**src/rtl/trng_vn_packer.sv**
```systemverilog
// Raw TRNG bitstream conditioner: optional von Neumann debias, LSB-first packing
// into 64-bit words, and a single-word output buffer feeding the FIFO write port.
module trng_vn_packer #(
    parameter int DROP_W     = 16,
    parameter int WORD_CNT_W = 32
) (
    input  logic                  clk,
    input  logic                  rst_n,
    input  logic                  enable,
    input  logic                  vn_bypass,
    input  logic                  raw_bit,
    input  logic                  raw_valid,
    input  logic                  fifo_full,
    output logic                  fifo_wr_en,
    output logic [63:0]           fifo_din,
    output logic [WORD_CNT_W-1:0] words_out,
    output logic [DROP_W-1:0]     drop_cnt,
    output logic                  vn_valid
);

    logic                  r_pair_half;
    logic                  r_pair_bit;
    logic                  r_vn_valid;
    logic                  r_vn_bit;
    logic [6:0]            r_bit_cnt;
    logic [63:0]           r_shreg;
    logic [63:0]           r_out_reg;
    logic                  r_out_pending;
    logic [WORD_CNT_W-1:0] r_words_out;
    logic [DROP_W-1:0]     r_drop_cnt;

    logic                  w_wr_en;
    logic                  w_complete;
    logic                  w_load;
    logic                  w_drop;
    logic [63:0]           w_word;

    // Stage A: bypass holds pair_half at 0, which also covers the "bypass toggled"
    // case; enable=0 throws away any half pair.
    always_ff @(posedge clk or negedge rst_n) begin
        if (!rst_n) begin
            r_pair_half <= 1'b0;
            r_pair_bit  <= 1'b0;
            r_vn_valid  <= 1'b0;
            r_vn_bit    <= 1'b0;
        end else begin
            r_vn_valid <= 1'b0;
            if (!enable) begin
                r_pair_half <= 1'b0;
            end else if (vn_bypass) begin
                r_pair_half <= 1'b0;
                if (raw_valid) begin
                    r_vn_valid <= 1'b1;
                    r_vn_bit   <= raw_bit;
                end
            end else if (raw_valid) begin
                if (!r_pair_half) begin
                    r_pair_bit  <= raw_bit;
                    r_pair_half <= 1'b1;
                end else begin
                    r_pair_half <= 1'b0;
                    if (raw_bit != r_pair_bit) begin
                        r_vn_valid <= 1'b1;
                        r_vn_bit   <= r_pair_bit;
                    end
                end
            end
        end
    end

    // FIFO port: a word is offered while out_pending; it transfers in any cycle
    // where fifo_wr_en (= out_pending && !fifo_full) is high.
    assign w_wr_en    = r_out_pending && !fifo_full;
    assign w_complete = r_vn_valid && (r_bit_cnt == 7'd63);
    assign w_load     = w_complete && (!r_out_pending || w_wr_en);
    assign w_drop     = w_complete && !w_load;
    assign w_word     = {r_vn_bit, r_shreg[62:0]};

    always_ff @(posedge clk or negedge rst_n) begin
        if (!rst_n) begin
            r_bit_cnt <= 7'd0;
            r_shreg   <= 64'd0;
        end else if (r_vn_valid) begin
            if (r_bit_cnt == 7'd63) begin
                r_bit_cnt <= 7'd0;
            end else begin
                r_shreg[r_bit_cnt[5:0]] <= r_vn_bit;
                r_bit_cnt               <= r_bit_cnt + 7'd1;
            end
        end
    end

    // A load in the same cycle as a drain keeps the buffer occupied.
    always_ff @(posedge clk or negedge rst_n) begin
        if (!rst_n) begin
            r_out_reg     <= 64'd0;
            r_out_pending <= 1'b0;
        end else if (w_load) begin
            r_out_reg     <= w_word;
            r_out_pending <= 1'b1;
        end else if (w_wr_en) begin
            r_out_pending <= 1'b0;
        end
    end

    always_ff @(posedge clk or negedge rst_n) begin
        if (!rst_n) begin
            r_words_out <= '0;
            r_drop_cnt  <= '0;
        end else begin
            if (w_wr_en) begin
                r_words_out <= r_words_out + WORD_CNT_W'(1);
            end
            if (w_drop && (r_drop_cnt != '1)) begin
                r_drop_cnt <= r_drop_cnt + DROP_W'(1);
            end
        end
    end

    assign fifo_wr_en = w_wr_en;
    assign fifo_din   = r_out_reg;
    assign words_out  = r_words_out;
    assign drop_cnt   = r_drop_cnt;
    assign vn_valid   = r_vn_valid;

endmodule
```
**config.mk**
```make
export PLATFORM = sky130hd
export DESIGN_NAME = trng_vn_packer
export DESIGN_NICKNAME = d
export VERILOG_FILES = /design/src/rtl/trng_vn_packer.sv
export SDC_FILE = /design/constraint.sdc
export NUM_CORES = 1
export LEC_CHECK = 0
export CAP_MARGIN = 20
export CORE_ASPECT_RATIO = 0.7
export CORE_MARGIN = 5
export CORE_UTILIZATION = 30
export DETAILED_ROUTE_END_ITERATION = 7
export GPL_TIMING_DRIVEN = 0
export SETUP_SLACK_MARGIN = 0.2
export SKIP_CTS_REPAIR_TIMING = 1
export SLEW_MARGIN = 0
export SYNTH_ARGS = -nofsm -noshare
export SYNTH_HDL_FRONTEND = slang
export SYNTH_SLANG_ARGS = --single-unit
```
**constraint.sdc**
```tcl
create_clock -name clk -period 3.9 [get_ports clk]
set_input_delay 0.39 -clock clk [delete_from_list [all_inputs] [get_ports clk]]
set_output_delay 0.39 -clock clk [all_outputs]
set_load 0.01 [all_outputs]
```
# Yosys cells after proc, flatten, opt, wreduce, memory -nomap -nowiden
# Index checks and enable logic that the tools add are counted.
classes:
  add_sub_neg: 3
  magnitude_cmp: 2
  n_eq_ne: 4
  mux: 21
  bitwise_logic: 3
  n_reduce_logical: 16
op_table:
  columns: ["operator", "n"]
  rows:
  - ["$bwmux 64", 1]
  - ["$add 32x1->32 const B", 1]
  - ["$mux 1", 18]
  - ["$add 16x1->16 const B", 1]
  - ["$ne 16x16->1 const B", 1]
  - ["$reduce_and 4->1", 2]
  - ["$add 7x1->7 const B", 1]
  - ["$eq 7x6->1 const B", 1]
  - ["$lt 6x7->1 const B", 1]
  - ["$mux 7", 1]
  - ["$demux 1 s6", 1]
  - ["$ge 6x1->1 const B", 1]
  - ["$logic_and 1x1->1", 6]
  - ["$reduce_bool 2->1", 3]
  - ["$logic_not 1->1", 3]
  - ["$ne 3x1->1 const B", 1]
  - ["$not 1->1", 3]
  - ["$reduce_and 2->1", 1]
  - ["$logic_or 1x1->1", 1]
  - ["$ne 1x1->1", 1]
totals:
  regBits: 188
  input_bits: 7
  output_inout_bits: 114
  elab_cells: 59

# Logic depth before layout (Yosys ltp)
logic_depth:
  depth_word: 7
  mapped_depth: 6
  depth_no_buf: 5

# Worst setup path after synthesis
# Ideal clock, no wire load.
synth_timing:
  path_kind: "reg2reg"
  startpoint: "register r_bit_cnt[0]"
  endpoint: "register r_out_reg[3], in the netlist fifo_din[3]"
  arrival_ns: 1.932
  required_ns: 3.775
  path_slack_ns: 1.843
  path_stages_with_launch: 7
  cell_sequence: "dfrtp_1 > ha_1 > nand4b_1 > or2_1 > a21oi_4 > buf_6 > mux2_2"
synth_via:
  elab_chain_len: 3
synth_lines:
  columns: ["item", "line_no", "rtl"]
  rows:
  - ["from (decl)", "25", "logic [6:0] r_bit_cnt;"]
  - ["from (signal assigned)", "88", "r_bit_cnt <= r_bit_cnt + 7'd1;"]
  - ["$eq 7x6->1", "74", "assign w_complete = r_vn_valid && (r_bit_cnt == 7'd63);"]
  - ["$logic_and 1x1->1", "74", null]
  - ["$logic_and 1x1->1", "75", "assign w_load = w_complete && (!r_out_pending || w_wr_en);"]
  - ["to (signal assigned)", "99", "r_out_reg <= w_word;"]
  - ["to (decl)", "27", "logic [63:0] r_out_reg;"]
# Every way passes these cells.
# A chain may end at the register's enable or synchronous reset.

# Final worst setup path
layout_timing:
  startpoint: "register r_bit_cnt[0]"
  endpoint: "register r_out_reg[25], in the netlist fifo_din[25]"
# The elaborated chain is that of the path after synthesis.

==> flow_summary_export.csv <==
group,metric,value,unit
route,avgRoutedWirePerCell,16.5,um
clock_network,root_buffer,"clkbuf_16",
floorplanning,fp.dieW,204,um
sta,final.period_utilization,70.5,%
global_routing,overflow,0,
synth,synth_seq_area_share,58.9,%
place,dpl_cell_area,9630,sq um
setup_path,crit_family,"simple AND/OR/NAND/NOR gates",
synth,synth_top_flop_cell,"dfrtp_1",
place,place_ws,1.15,ns
global_routing,antenna_found_initial,0,
power_and_ir_drop,power_density,406,nW/um^2
clock_network,ctsHtreeMaxLevel,4,
sta,fin_crit,2.75,ns
clock_network,cts_made_buffers,17,
layout,area_delta_synth_final,28.8,%
route,drtIter0Drc,243,
sta,slew_viol_final,0,
setup_path,path_max_fanout,10,
sta,worst_pin_slew,0.995,ns
route,num_vias,5133,
layout,nFillCells,2539,
run_status,status,"complete, no violations",
floorplanning,core,25900,sq um
floorplanning,rows,49,
route,drc_errors,0,
route,firstDrtPassIters,4,
sta,setup_viol,0,
sta,rsz0062_at_grt,"no",
setup_path,cp_cell_sequence,"ha_1 -> nand4b_1 -> or2_1 -> a21oi_4 -> buf_6 -> mux2_2",
power_and_ir_drop,ir_drop,289,uV
clock_network,numClockSinks,187,
layout,final_net_count,761,
route,drt-total-wl,18500,um
synth,syn_inst,610,
synth,avgSynthCellArea,13.0,sq um
layout,drive_gt1_share,24.1,%
synth,yosysTopAreaCell,"dfrtp_1",
power_and_ir_drop,leakage,4.61,nW
place,portBuffers,120,
sta,relSlewSlack,33.4,%
power_and_ir_drop,total_power,0.00415,W
sta,timing.final.hold_violations,0,
synth,ys.warnings.count,0,
setup_path,worstPathArrival,3.07,ns
synth,synth.area.top_cells,"dfrtp_1 (59%), mux2_2 (18%), xnor2_1 (3.8%)",
synth,syn-num-nets,620,
synth,synth_seq_cells,187,
global_routing,grt_pass1_wl,29900,um
layout,multi_input_area,3090,sq um
place,dp_hpwl,12600,um
sta,skew,0.00870,ns
layout,finalNonFillerCells,1121,
setup_path,required,4.21,ns
route,routed_via_density,4.58,
synth,synth_area,7940,sq um
layout,stdcell_area,10200,sq um
synth,synth_top_area_share,58.9,%
min_path,hold_class,"flop to flop",
setup_path,worstSetupPathType,"flop to flop",
setup_path,crit_path_top_delay_cell,"a21oi_4",
global_routing,first_global_vias,5232,
clock_network,cts.reportedPaths.clkPinSlew,0.07,ns
setup_path,worstSetupEndpointType,"flop",
sta,fin_ws,1.15,ns
global_routing,grt_max_degree,109,
floorplanning,start_util,30.7,%
synth,synth_async_sr_flop_share,100,%
place,dp_cells,1088,
floorplanning,die_area,29900,sq um
floorplanning,fp.dieH,146,um
global_routing,grt_usage,12.6,%
clock_network,clk_path_buf_depth,2,
job,drv_cap,0,
layout,insertedDiodeCount,0,
place,gp_congestion,0.780,
synth,synth_cell_types,46,
sta,setup_tns,0,ns
route,postRouteAntennaNets,0,
setup_path,worst-path-buf-inv,1,
setup_path,critPathMaxStageDelay,0.54,ns
sta,fmax,0.363,GHz
clock_network,clk_latency,0.43,ns
layout,seq_area,4680,sq um
synth,synth_edf_count,0,
clock_network,cts_tree,"done",
floorplanning,ioPinCount,121,
setup_path,startpoint_type,"flop",
-- cells by family (layout without fill, tap and decap cells) --
group                      Yosys count  in the layout  share of synthesized area [%]
AOI/OAI and AO/OA                   16             16                           1.54
xor gates and xnor gates            51             51                           5.63
adders and majority gates            3              3                          0.473
buffers and inverters               31            185                           2.27
DFF                                187            187                           58.9
muxes                              131            131                           18.6
and+or+nand+nor                    191            191                           12.6
-- metrics by stage --
| stage | utilization [%] | hold WS [ns] |
|---|---|---|
| finish | 39.5 | 0.467 |
| global route | 39.5 | 0.516 |
| CTS | 39.5 | -0.0588 |
| detailed placement | 37.2 | 0.414 |
| global placement | 37.1 | 0.463 |
| floorplan | - | 0.0944 |
-- state kept, by name, indices dropped and copies added, names as in the netlist --
signal	count
words_out	32
r_vn_bit	1
r_pair_half	1
r_pair_bit	1
r_shreg	63
vn_valid	1
drop_cnt	16
fifo_din	64
r_out_pending	1
r_bit_cnt	7
-- worst reg2reg max path, cell delays in order, from the launching register on --
cell and delay [ns]:
dfrtp_1 0.50, ha_1 0.31, nand4b_1 0.29, or2_1 0.40
a21oi_4 0.54, buf_6 0.25, mux2_2 0.34
-- cell type report --
type	count	area share [%]
Sequential cell	187	45.8
Clock buffer	18	4.29
Clock inverter	14	1.48
Multi-Input combinational cell	392	30.2
Tap cell	357	4.37
Buffer	23	1.47
Inverter	8	0.294
Timing Repair Buffer	122	12.2
-- cells in the mapped netlist, types with 2 or more instances --
cell / count
dfrtp_1: 187
mux2_2: 125
nand2_1: 78
xnor2_1: 34
nand4_1: 19
xor2_1: 17
nand3_1: 16
nor2_1: 15
nor3_1: 13
clkbuf_1: 9
inv_1: 8
and3_1: 7
buf_6: 7
nand2b_1: 7
nor4_1: 7
buf_2: 6
mux2_1: 6
and4_1: 5
a21oi_1: 3
and2_1: 3
ha_1: 3
nor3_2: 3
nor3b_2: 3
nand4b_1: 2
nor4bb_1: 2
o2111ai_1: 2
o211ai_1: 2
o21ai_0: 2
or3_1: 2
-- layer usage --
| metal | global-route usage [%] | vias to the layer above | wire (um) |
|---|---|---|---|
| li1 | - | 2432 | - |
| met1 | 19.4 | 2553 | 9610 |
| met2 | 17.4 | 134 | 7670 |
| met3 | 3.35 | 14 | 990 |
| met4 | 3.31 | 0 | 189 |
| met5 | 0 | - | 0 |
-- report_power, final --
| part | switching [W] | internal [W] | total, W |
|---|---|---|---|
| Sequential | 0.0000650 | 0.00202 | 0.00209 |
| Clock | 0.000824 | 0.000928 | 0.00175 |
| Combinational | 0.000182 | 0.000124 | 0.000306 |
| Total | 0.00107 | 0.00308 | 0.00415 |
-- placed cells by master (no fill, tap or decap), types with 9 or more instances in the layout --
cell type	count
nor2_1	15
clkbuf_16	17
dfrtp_1	187
clkbuf_1	9
nor3_1	12
xnor2_1	34
nand2_1	78
mux2_2	125
clkdlybuf4s50_1	119
xor2_1	17
nand4_1	19
nand3_1	16
-- final timing paths --
kind	start	to	slack, ns	cells after the start
max in group asynchronous	rst_n	fifo_din[40]	2.45	3
worst min-delay path	words_out[31]	words_out[31]	0.47	1
worst max register to register	r_bit_cnt[0]	fifo_din[25]	1.15	6
min in group asynchronous	rst_n	drop_cnt[5]	0.50	2
worst min register to register	words_out[31]	words_out[31]	0.47	1
worst max-delay path	r_bit_cnt[0]	fifo_din[25]	1.15	6
(Power assumes the default switching activity.)
